### config.mk
export PLATFORM = sky130hd
export DESIGN_NAME = usb_fs_rx_phy_flat
export DESIGN_NICKNAME = d
export VERILOG_FILES = /design/src/rtl/usb_fs_rx_phy_if.sv /design/src/rtl/usb_fs_rx_phy.sv /design/src/flat_wrapper.sv
export SDC_FILE = /design/constraint.sdc
export NUM_CORES = 1
export LEC_CHECK = 0
export CORE_AREA = 4 4 81 60
export CTS_CLUSTER_SIZE = 14
export DETAILED_ROUTE_END_ITERATION = 10
export DIE_AREA = 0 0 85 64
export GPL_TIMING_DRIVEN = 0
export PLACE_DENSITY = 0.87
export SLEW_MARGIN = 0
export SYNTH_ARGS = -nofsm -noshare
export SYNTH_HDL_FRONTEND = slang
export SYNTH_SLANG_ARGS = --single-unit
### constraint.sdc
create_clock -name clk48 -period 4 [get_ports clk48]
set_input_delay 1.2 -clock clk48 [delete_from_list [all_inputs] [get_ports clk48]]
set_output_delay 1.2 -clock clk48 [all_outputs]
set_load 0.03 [all_outputs]
### src/rtl/usb_fs_rx_phy_if.sv
// Receive-side bundle of the full-speed USB PHY: raw D+/D- in, byte stream and framing strobes out.
interface usb_fs_rx_phy_if;
  logic       usb_d_p;
  logic       usb_d_n;
  logic       rx_active;
  logic [7:0] rx_data;
  logic       rx_valid;
  logic       rx_eop;
  logic       rx_error;
  logic       rx_crc_ok;

  modport master (
    input  usb_d_p, usb_d_n,
    output rx_active, rx_data, rx_valid, rx_eop, rx_error, rx_crc_ok
  );

  modport slave (
    output usb_d_p, usb_d_n,
    input  rx_active, rx_data, rx_valid, rx_eop, rx_error, rx_crc_ok
  );
endinterface

### src/rtl/usb_fs_rx_phy.sv
// USB full-speed receive front end: 4x oversampled DPLL, NRZI decode, unstuffing, SYNC/EOP framing.
// Define USB_RX_CRC16_EN to add the CRC16 residual check reported on rx_crc_ok.
//
// state | meaning
// IDLE  | line idle, waiting for the first K of SYNC
// SYNC  | counting SYNC zeros, waiting for the terminating one
// DATA  | deserialising unstuffed bits into LSB-first bytes
// EOP   | SE0 seen, waiting for J to close the packet
// ABORT | error reported, waiting for SE0 then J (or eight J samples)
module usb_fs_rx_phy #(
  parameter int CLKS_PER_BIT   = 4,
  parameter int SYNC_MIN_ZEROS = 5
) (
  input  logic             clk48,
  input  logic             rst,
  usb_fs_rx_phy_if.master  bus
);

  localparam int PW = $clog2(CLKS_PER_BIT) + 1;
  localparam int ZW = $clog2(SYNC_MIN_ZEROS + 1) + 1;
  localparam logic [PW-1:0] PH_SAMPLE = PW'(CLKS_PER_BIT / 2);
  localparam logic [PW-1:0] PH_LAST   = PW'(CLKS_PER_BIT - 1);
  localparam logic [ZW-1:0] ZMIN      = ZW'(SYNC_MIN_ZEROS);

  localparam logic [1:0] LS_SE0 = 2'b00;
  localparam logic [1:0] LS_K   = 2'b01;
  localparam logic [1:0] LS_J   = 2'b10;
  localparam logic [1:0] LS_SE1 = 2'b11;

  typedef enum logic [2:0] {ST_IDLE, ST_SYNC, ST_DATA, ST_EOP, ST_ABORT} state_t;

  state_t        state_q, state_d;
  logic [1:0]    meta_q, line_q, line_prev_q;
  logic [1:0]    prev_q, prev_d;
  logic [PW-1:0] phase_q, phase_d, phase_cur;
  logic          sample, nrzi_one;
  logic [ZW-1:0] zero_cnt_q, zero_cnt_d;
  logic [2:0]    ones_cnt_q, ones_cnt_d;
  logic [2:0]    bit_cnt_q, bit_cnt_d;
  logic [2:0]    abort_j_q, abort_j_d;
  logic [6:0]    shreg_q, shreg_d;
  logic          partial_q, partial_d;
  logic          abort_se0_q, abort_se0_d;
  logic          rx_active_q, rx_active_d;
  logic          rx_valid_q, rx_valid_d;
  logic          rx_eop_q, rx_eop_d;
  logic          rx_error_q, rx_error_d;
  logic [7:0]    rx_data_q, rx_data_d;
`ifdef USB_RX_CRC16_EN
  logic [15:0]   crc_q, crc_d;
  logic          crc_ok_q, crc_ok_d;
  logic          pid_done_q, pid_done_d;
`endif

  // Phase is 0 in the cycle a line change is seen, so the sample lands mid-bit for 3..5 clk bits.
  always_comb begin
    phase_cur = (line_q != line_prev_q) ? '0 : phase_q;
    phase_d   = (phase_cur == PH_LAST) ? '0 : phase_cur + PW'(1);
    sample    = (phase_cur == PH_SAMPLE);
    nrzi_one  = (line_q == prev_q);
  end

  always_ff @(posedge clk48) begin
    if (rst) begin
      meta_q      <= LS_J;
      line_q      <= LS_J;
      line_prev_q <= LS_J;
      phase_q     <= '0;
      state_q     <= ST_IDLE;
      prev_q      <= LS_J;
      zero_cnt_q  <= '0;
      ones_cnt_q  <= '0;
      bit_cnt_q   <= '0;
      abort_j_q   <= '0;
      shreg_q     <= '0;
      partial_q   <= 1'b0;
      abort_se0_q <= 1'b0;
      rx_active_q <= 1'b0;
      rx_valid_q  <= 1'b0;
      rx_eop_q    <= 1'b0;
      rx_error_q  <= 1'b0;
      rx_data_q   <= '0;
`ifdef USB_RX_CRC16_EN
      crc_q       <= '1;
      crc_ok_q    <= 1'b0;
      pid_done_q  <= 1'b0;
`endif
    end else begin
      meta_q      <= {bus.usb_d_p, bus.usb_d_n};
      line_q      <= meta_q;
      line_prev_q <= line_q;
      phase_q     <= phase_d;
      state_q     <= state_d;
      prev_q      <= prev_d;
      zero_cnt_q  <= zero_cnt_d;
      ones_cnt_q  <= ones_cnt_d;
      bit_cnt_q   <= bit_cnt_d;
      abort_j_q   <= abort_j_d;
      shreg_q     <= shreg_d;
      partial_q   <= partial_d;
      abort_se0_q <= abort_se0_d;
      rx_active_q <= rx_active_d;
      rx_valid_q  <= rx_valid_d;
      rx_eop_q    <= rx_eop_d;
      rx_error_q  <= rx_error_d;
      rx_data_q   <= rx_data_d;
`ifdef USB_RX_CRC16_EN
      crc_q       <= crc_d;
      crc_ok_q    <= crc_ok_d;
      pid_done_q  <= pid_done_d;
`endif
    end
  end

  always_comb begin
    state_d     = state_q;
    prev_d      = prev_q;
    zero_cnt_d  = zero_cnt_q;
    ones_cnt_d  = ones_cnt_q;
    bit_cnt_d   = bit_cnt_q;
    shreg_d     = shreg_q;
    partial_d   = partial_q;
    abort_se0_d = (state_q == ST_ABORT) ? abort_se0_q : 1'b0;
    abort_j_d   = (state_q == ST_ABORT) ? abort_j_q : 3'd0;
    rx_active_d = rx_active_q;
    rx_valid_d  = 1'b0;
    rx_eop_d    = 1'b0;
    rx_error_d  = 1'b0;
    rx_data_d   = rx_data_q;
`ifdef USB_RX_CRC16_EN
    crc_d       = crc_q;
    crc_ok_d    = crc_ok_q;
    pid_done_d  = pid_done_q;
`endif
    if (sample) begin
      case (state_q)
        ST_IDLE: begin
          if (line_q == LS_K) begin
            state_d    = ST_SYNC;
            prev_d     = LS_K;
            zero_cnt_d = ZW'(1);
          end
        end
        ST_SYNC: begin
          if (line_q == LS_SE0) begin
            state_d = ST_IDLE;
          end else if (line_q == LS_SE1) begin
            rx_error_d = 1'b1;
            state_d    = ST_ABORT;
          end else begin
            prev_d = line_q;
            if (!nrzi_one) begin
              if (zero_cnt_q != '1) zero_cnt_d = zero_cnt_q + ZW'(1);
            end else if (zero_cnt_q >= ZMIN) begin
              state_d     = ST_DATA;
              rx_active_d = 1'b1;
              ones_cnt_d  = '0;
              bit_cnt_d   = '0;
`ifdef USB_RX_CRC16_EN
              crc_d       = '1;
              pid_done_d  = 1'b0;
`endif
            end else begin
              rx_error_d = 1'b1;
              state_d    = ST_ABORT;
            end
          end
        end
        ST_DATA: begin
          if (line_q == LS_SE1) begin
            rx_error_d  = 1'b1;
            rx_active_d = 1'b0;
            state_d     = ST_ABORT;
          end else if (line_q == LS_SE0) begin
            state_d   = ST_EOP;
            partial_d = (bit_cnt_q != 3'd0);
          end else begin
            prev_d = line_q;
            // A seventh consecutive one is a stuffing violation; a zero here is the stuff bit.
            if (ones_cnt_q == 3'd6) begin
              if (nrzi_one) begin
                rx_error_d  = 1'b1;
                rx_active_d = 1'b0;
                state_d     = ST_ABORT;
              end else begin
                ones_cnt_d = '0;
              end
            end else begin
              ones_cnt_d = nrzi_one ? ones_cnt_q + 3'd1 : 3'd0;
              shreg_d    = {nrzi_one, shreg_q[6:1]};
              bit_cnt_d  = bit_cnt_q + 3'd1;
              if (bit_cnt_q == 3'd7) begin
                rx_data_d  = {nrzi_one, shreg_q};
                rx_valid_d = 1'b1;
              end
`ifdef USB_RX_CRC16_EN
              if (bit_cnt_q == 3'd7) pid_done_d = 1'b1;
              if (pid_done_q)
                crc_d = {crc_q[14:0], 1'b0} ^ ((nrzi_one ^ crc_q[15]) ? 16'h8005 : 16'h0000);
`endif
            end
          end
        end
        ST_EOP: begin
          if (line_q == LS_J) begin
            rx_eop_d    = 1'b1;
            rx_error_d  = partial_q;
            rx_active_d = 1'b0;
            state_d     = ST_IDLE;
`ifdef USB_RX_CRC16_EN
            crc_ok_d    = (crc_q == 16'h800D);
`endif
          end else if (line_q != LS_SE0) begin
            rx_error_d  = 1'b1;
            rx_active_d = 1'b0;
            state_d     = ST_ABORT;
          end
        end
        ST_ABORT: begin
          if (line_q == LS_SE0) begin
            abort_se0_d = 1'b1;
            abort_j_d   = '0;
          end else if (line_q == LS_J) begin
            if (abort_se0_q || abort_j_q == 3'd7) state_d = ST_IDLE;
            else abort_j_d = abort_j_q + 3'd1;
          end else begin
            abort_j_d = '0;
          end
        end
        default: state_d = ST_IDLE;
      endcase
    end
  end

  assign bus.rx_active = rx_active_q;
  assign bus.rx_data   = rx_data_q;
  assign bus.rx_valid  = rx_valid_q;
  assign bus.rx_eop    = rx_eop_q;
  assign bus.rx_error  = rx_error_q;
`ifdef USB_RX_CRC16_EN
  assign bus.rx_crc_ok = crc_ok_q;
`else
  assign bus.rx_crc_ok = 1'b0;
`endif

endmodule
### src/flat_wrapper.sv
// flat-port wrapper written by rule: the top's interface ports become plain ports
module usb_fs_rx_phy_flat 
#(
  parameter int CLKS_PER_BIT   = 4,
  parameter int SYNC_MIN_ZEROS = 5
)
  (clk48, rst, bus_usb_d_p, bus_usb_d_n, bus_rx_active, bus_rx_data, bus_rx_valid, bus_rx_eop, bus_rx_error, bus_rx_crc_ok);
  usb_fs_rx_phy_if bus_i ();
  input  logic clk48;
  input  logic rst;
  input wire logic [$bits(bus_i.usb_d_p)-1:0] bus_usb_d_p;
  input wire logic [$bits(bus_i.usb_d_n)-1:0] bus_usb_d_n;
  output wire logic [$bits(bus_i.rx_active)-1:0] bus_rx_active;
  output wire logic [$bits(bus_i.rx_data)-1:0] bus_rx_data;
  output wire logic [$bits(bus_i.rx_valid)-1:0] bus_rx_valid;
  output wire logic [$bits(bus_i.rx_eop)-1:0] bus_rx_eop;
  output wire logic [$bits(bus_i.rx_error)-1:0] bus_rx_error;
  output wire logic [$bits(bus_i.rx_crc_ok)-1:0] bus_rx_crc_ok;
  assign bus_i.usb_d_p = bus_usb_d_p;
  assign bus_i.usb_d_n = bus_usb_d_n;
  assign bus_rx_active = bus_i.rx_active;
  assign bus_rx_data = bus_i.rx_data;
  assign bus_rx_valid = bus_i.rx_valid;
  assign bus_rx_eop = bus_i.rx_eop;
  assign bus_rx_error = bus_i.rx_error;
  assign bus_rx_crc_ok = bus_i.rx_crc_ok;
  usb_fs_rx_phy #(.CLKS_PER_BIT(CLKS_PER_BIT), .SYNC_MIN_ZEROS(SYNC_MIN_ZEROS)) u_core (.clk48(clk48), .rst(rst), .bus(bus_i));
endmodule
==> run summary <==
Status = completed
CP max FO = 9
Setup_tns = 0 ps
DRC errors left = 0
Area Overhead vs Synth = 13.8%
Reg clk slew, reported paths = 90 ps
Diodes inserted = 0
Min-delay worst type = reg2reg
Slew HR = 60.0%
Final setup violating endpoints = 0
Starting Density = 60.1%
Combinational power share = 6.7%
Pleak = 0.00104 uW
Max H-tree Level = 2
Root Driver = clkbuf_8
Final-layout fill cell count = 333
Crit-path max cell delay = 380 ps
Drt via density = 6.01
Total GRT Usage = 22.5%
Most common library cell in the layout ignoring fill and taps = dfxtp_1
Antenna violations before repair = 0
Core Area = 4180 um^2
Clock power share = 43.7%
Period Utilization, post-route = 66.1%
Synth Flop Type = dfxtp_1
Fin. max-slew vios = 0
Unique cell type count in the Yosys netlist = 60
TritonCTS Sinks = 48
Crit path arrival time = 2890 ps
Most frequent cells in the layout = dfxtp_1 (48), nor2_1 (36), nand2_1 (25), a21oi_1 (20)
DRT Pass-1 Iters = 5
Clock period minus worst slack = 2650 ps
Crit path required time = 4240 ps
Hold_buf cts = 0
Cells after DPL = 367
Syn avg cell area = 8.43 um^2
Kind of critical path = reg2reg
Max-Cap Viols = 0
Switching Fraction = 22.6%
Slew @ Worst Pin = 598 ps
Number of synthesized flops with an enable pin = 0
Clock tree buffer depth = 2
Synthesis Warnings = 0
Endpoint class of the critical path = flop
Flops & latches, synth = 48
Row cnt = 20
Clock Latency Late Sink = 310 ps
# port buffers = 14
DR iter-0 viols = 329
CP Cell Sequence = buf_4, xor2_1, nor2_1, and2_1, ha_1, o31ai_2, or2_2, nor3_1, nand3b_1, a21oi_1
Global-route wire length before repair = 9.72 mm
Maximum number of pins on one net before global-route repair = 17
Max Clk Rate = 378 MHz
Vias in the first global route = 2019
Cell Area, Synth = 2510 um^2
RSZ-0062 raised after global routing = false
Final hold vios = 0
Register area share after synthesis = 38.3%
CP max-delay cell = or2_2
Post-CTS sizing = 0
Share of cells above drive strength 1 = 9.06%
Register area = 961 um^2
Post-route ant nets = 0
Number of vias in the routed layout = 2255
Total gr overflow = 0
Async set-reset flop share out of synthesis = 0%
Startpoint Class = flop
I/O Pins = 17
DR WL/cell = 15.8 um
Design area = 2860 um^2
Die area = 5440 um^2
Cells after Synth = 298
Num CTS Buffers = 5
Total length of routed wires = 5.92 mm
Non-filler cells, final = 375
Fin nets = 336
Post-Route Skew = 5.62 ps
CTS tree = built
Die span in x = 85 um
DP Area = 2720 um^2
GP Congestion = 0.930
Syn nets = 315
PD cells = 342 nW/um^2
Net switching power = 221 uW
HPWL after detailed placement = 4.20 mm
Post-CTS Setup Bufs = 0
Max VDD drop = 0.000196 V
Sequential group share of total power = 49.6%
Die Ht = 64 um
Multi-input gate area = 1410 um^2
Int Pwr = 757 uW
stage by stage:
stage / worst slack, ps / hold slack [ps] / total power (uW) / util (%)
after floorplan: 1850 / 389 / 543 / -
after global placement: 1460 / 394 / 558 / 65.1
after detailed placement: 1370 / 394 / 560 / 65.1
after CTS: 1360 / 416 / 981 / 68.4
after global routing: 1160 / 442 / 1010 / 68.4
final: 1350 / 415 / 979 / 68.4
Yosys cell counts (2+ instances only):
cell type / instances / area [um^2]
o2111ai_1: 2 / 17.5
a21oi_1: 20 / 100
a22o_1: 2 / 17.5
ha_1: 13 / 163
inv_1: 11 / 41.3
nor2_1: 36 / 135
o21ai_0: 11 / 55.1
or2_1: 2 / 12.5
a21o_1: 2 / 15.0
buf_6: 2 / 22.5
or2_2: 5 / 31.3
buf_2: 2 / 10.0
a211oi_1: 4 / 30.0
dfxtp_1: 48 / 961
a22oi_1: 7 / 52.6
a311oi_1: 2 / 17.5
mux2i_1: 9 / 90.1
nand3b_1: 4 / 30.0
nor2b_1: 7 / 43.8
nand2b_1: 6 / 37.5
or4_1: 3 / 22.5
nand3_1: 6 / 30.0
and2_1: 3 / 18.8
a31oi_1: 4 / 25.0
clkbuf_1: 10 / 37.5
nor3_1: 14 / 70.1
nand2_1: 25 / 93.8
buf_4: 3 / 22.5
xor2_1: 4 / 35.0
cell families (layout without fill, tap and decap cells):
kind of cell / after synthesis / count (layout) / synth area share, %
AND/OR/NAND/NOR: 123 / 123 / 25.2
AO/OA/AOI/OAI: 70 / 70 / 19.0
flip-flops: 48 / 48 / 38.3
buffers and inverters: 29 / 51 / 5.48
adder cells (fa/ha/maj): 14 / 14 / 6.88
multiplexers: 9 / 9 / 3.59
XOR/XNOR: 4 / 4 / 1.39
other: 1 / 1 / 0.149
final timing paths:
kind	from	slack, ps	to	depth (start not counted)
worst min-delay path	u_core.meta_q[1]$_SDFF_PP1_	420	u_core.line_q[1]$_SDFF_PP1_	1
worst min register to register	u_core.meta_q[1]$_SDFF_PP1_	420	u_core.line_q[1]$_SDFF_PP1_	1
worst max register to register	u_core.line_q[0]$_SDFF_PP0_	1350	u_core.zero_cnt_q[2]$_SDFFE_PP0P_	10
worst max-delay path	u_core.line_q[0]$_SDFF_PP0_	1350	u_core.zero_cnt_q[2]$_SDFFE_PP0P_	10
per-layer routing:
layer  track usage [%]  routed length, um
met1              31.6               2830
met2              34.7               2550
met3              4.25                429
met4              7.51                103
met5                 0                  0
critical path: cells and delay by family (launching register included):
kind / cells / cell delay (ps)
compound gates: 2 / 380
xor+xnor: 1 / 180
fa+ha+maj: 1 / 370
buf+inv: 1 / 160
flops: 1 / 310
simple gates: 5 / 1190
power groups by stage:
stage | clock network [uW] | logic (uW) | registers [uW]
after floorplan | 0 | 47.7 | 496
after global placement | 0 | 62.3 | 496
after detailed placement | 0 | 64.0 | 496
after CTS | 431 | 64.3 | 485
after global routing | 448 | 71.9 | 486
final | 428 | 65.8 | 485
cell type report:
type	count	share of cell area (%)
Clock inverter	3	2.41
Tap cell	55	2.41
Multi-Input combinational cell	221	49.4
Clock buffer	5	2.41
Inverter	11	1.44
Buffer	18	3.37
Timing Repair Buffer	14	4.90
Sequential cell	48	33.6
registers in the layout, summed over array words and instances, names as in the netlist:
register,count
u_core.bus.rx_active,1
u_core.bus.rx_error,1
u_core.abort_se0_q,1
u_core.phase_q,3
u_core.meta_q,2
u_core.bus.rx_valid,1
u_core.line_prev_q,2
u_core.bit_cnt_q,3
u_core.bus.rx_eop,1
u_core.bus.rx_data,8
u_core.partial_q,1
u_core.shreg_q,7
u_core.abort_j_q,3
u_core.prev_q,2
u_core.state_q,3
u_core.ones_cnt_q,3
u_core.zero_cnt_q,4
u_core.line_q,2
Power figures use the tool's default switching activity.
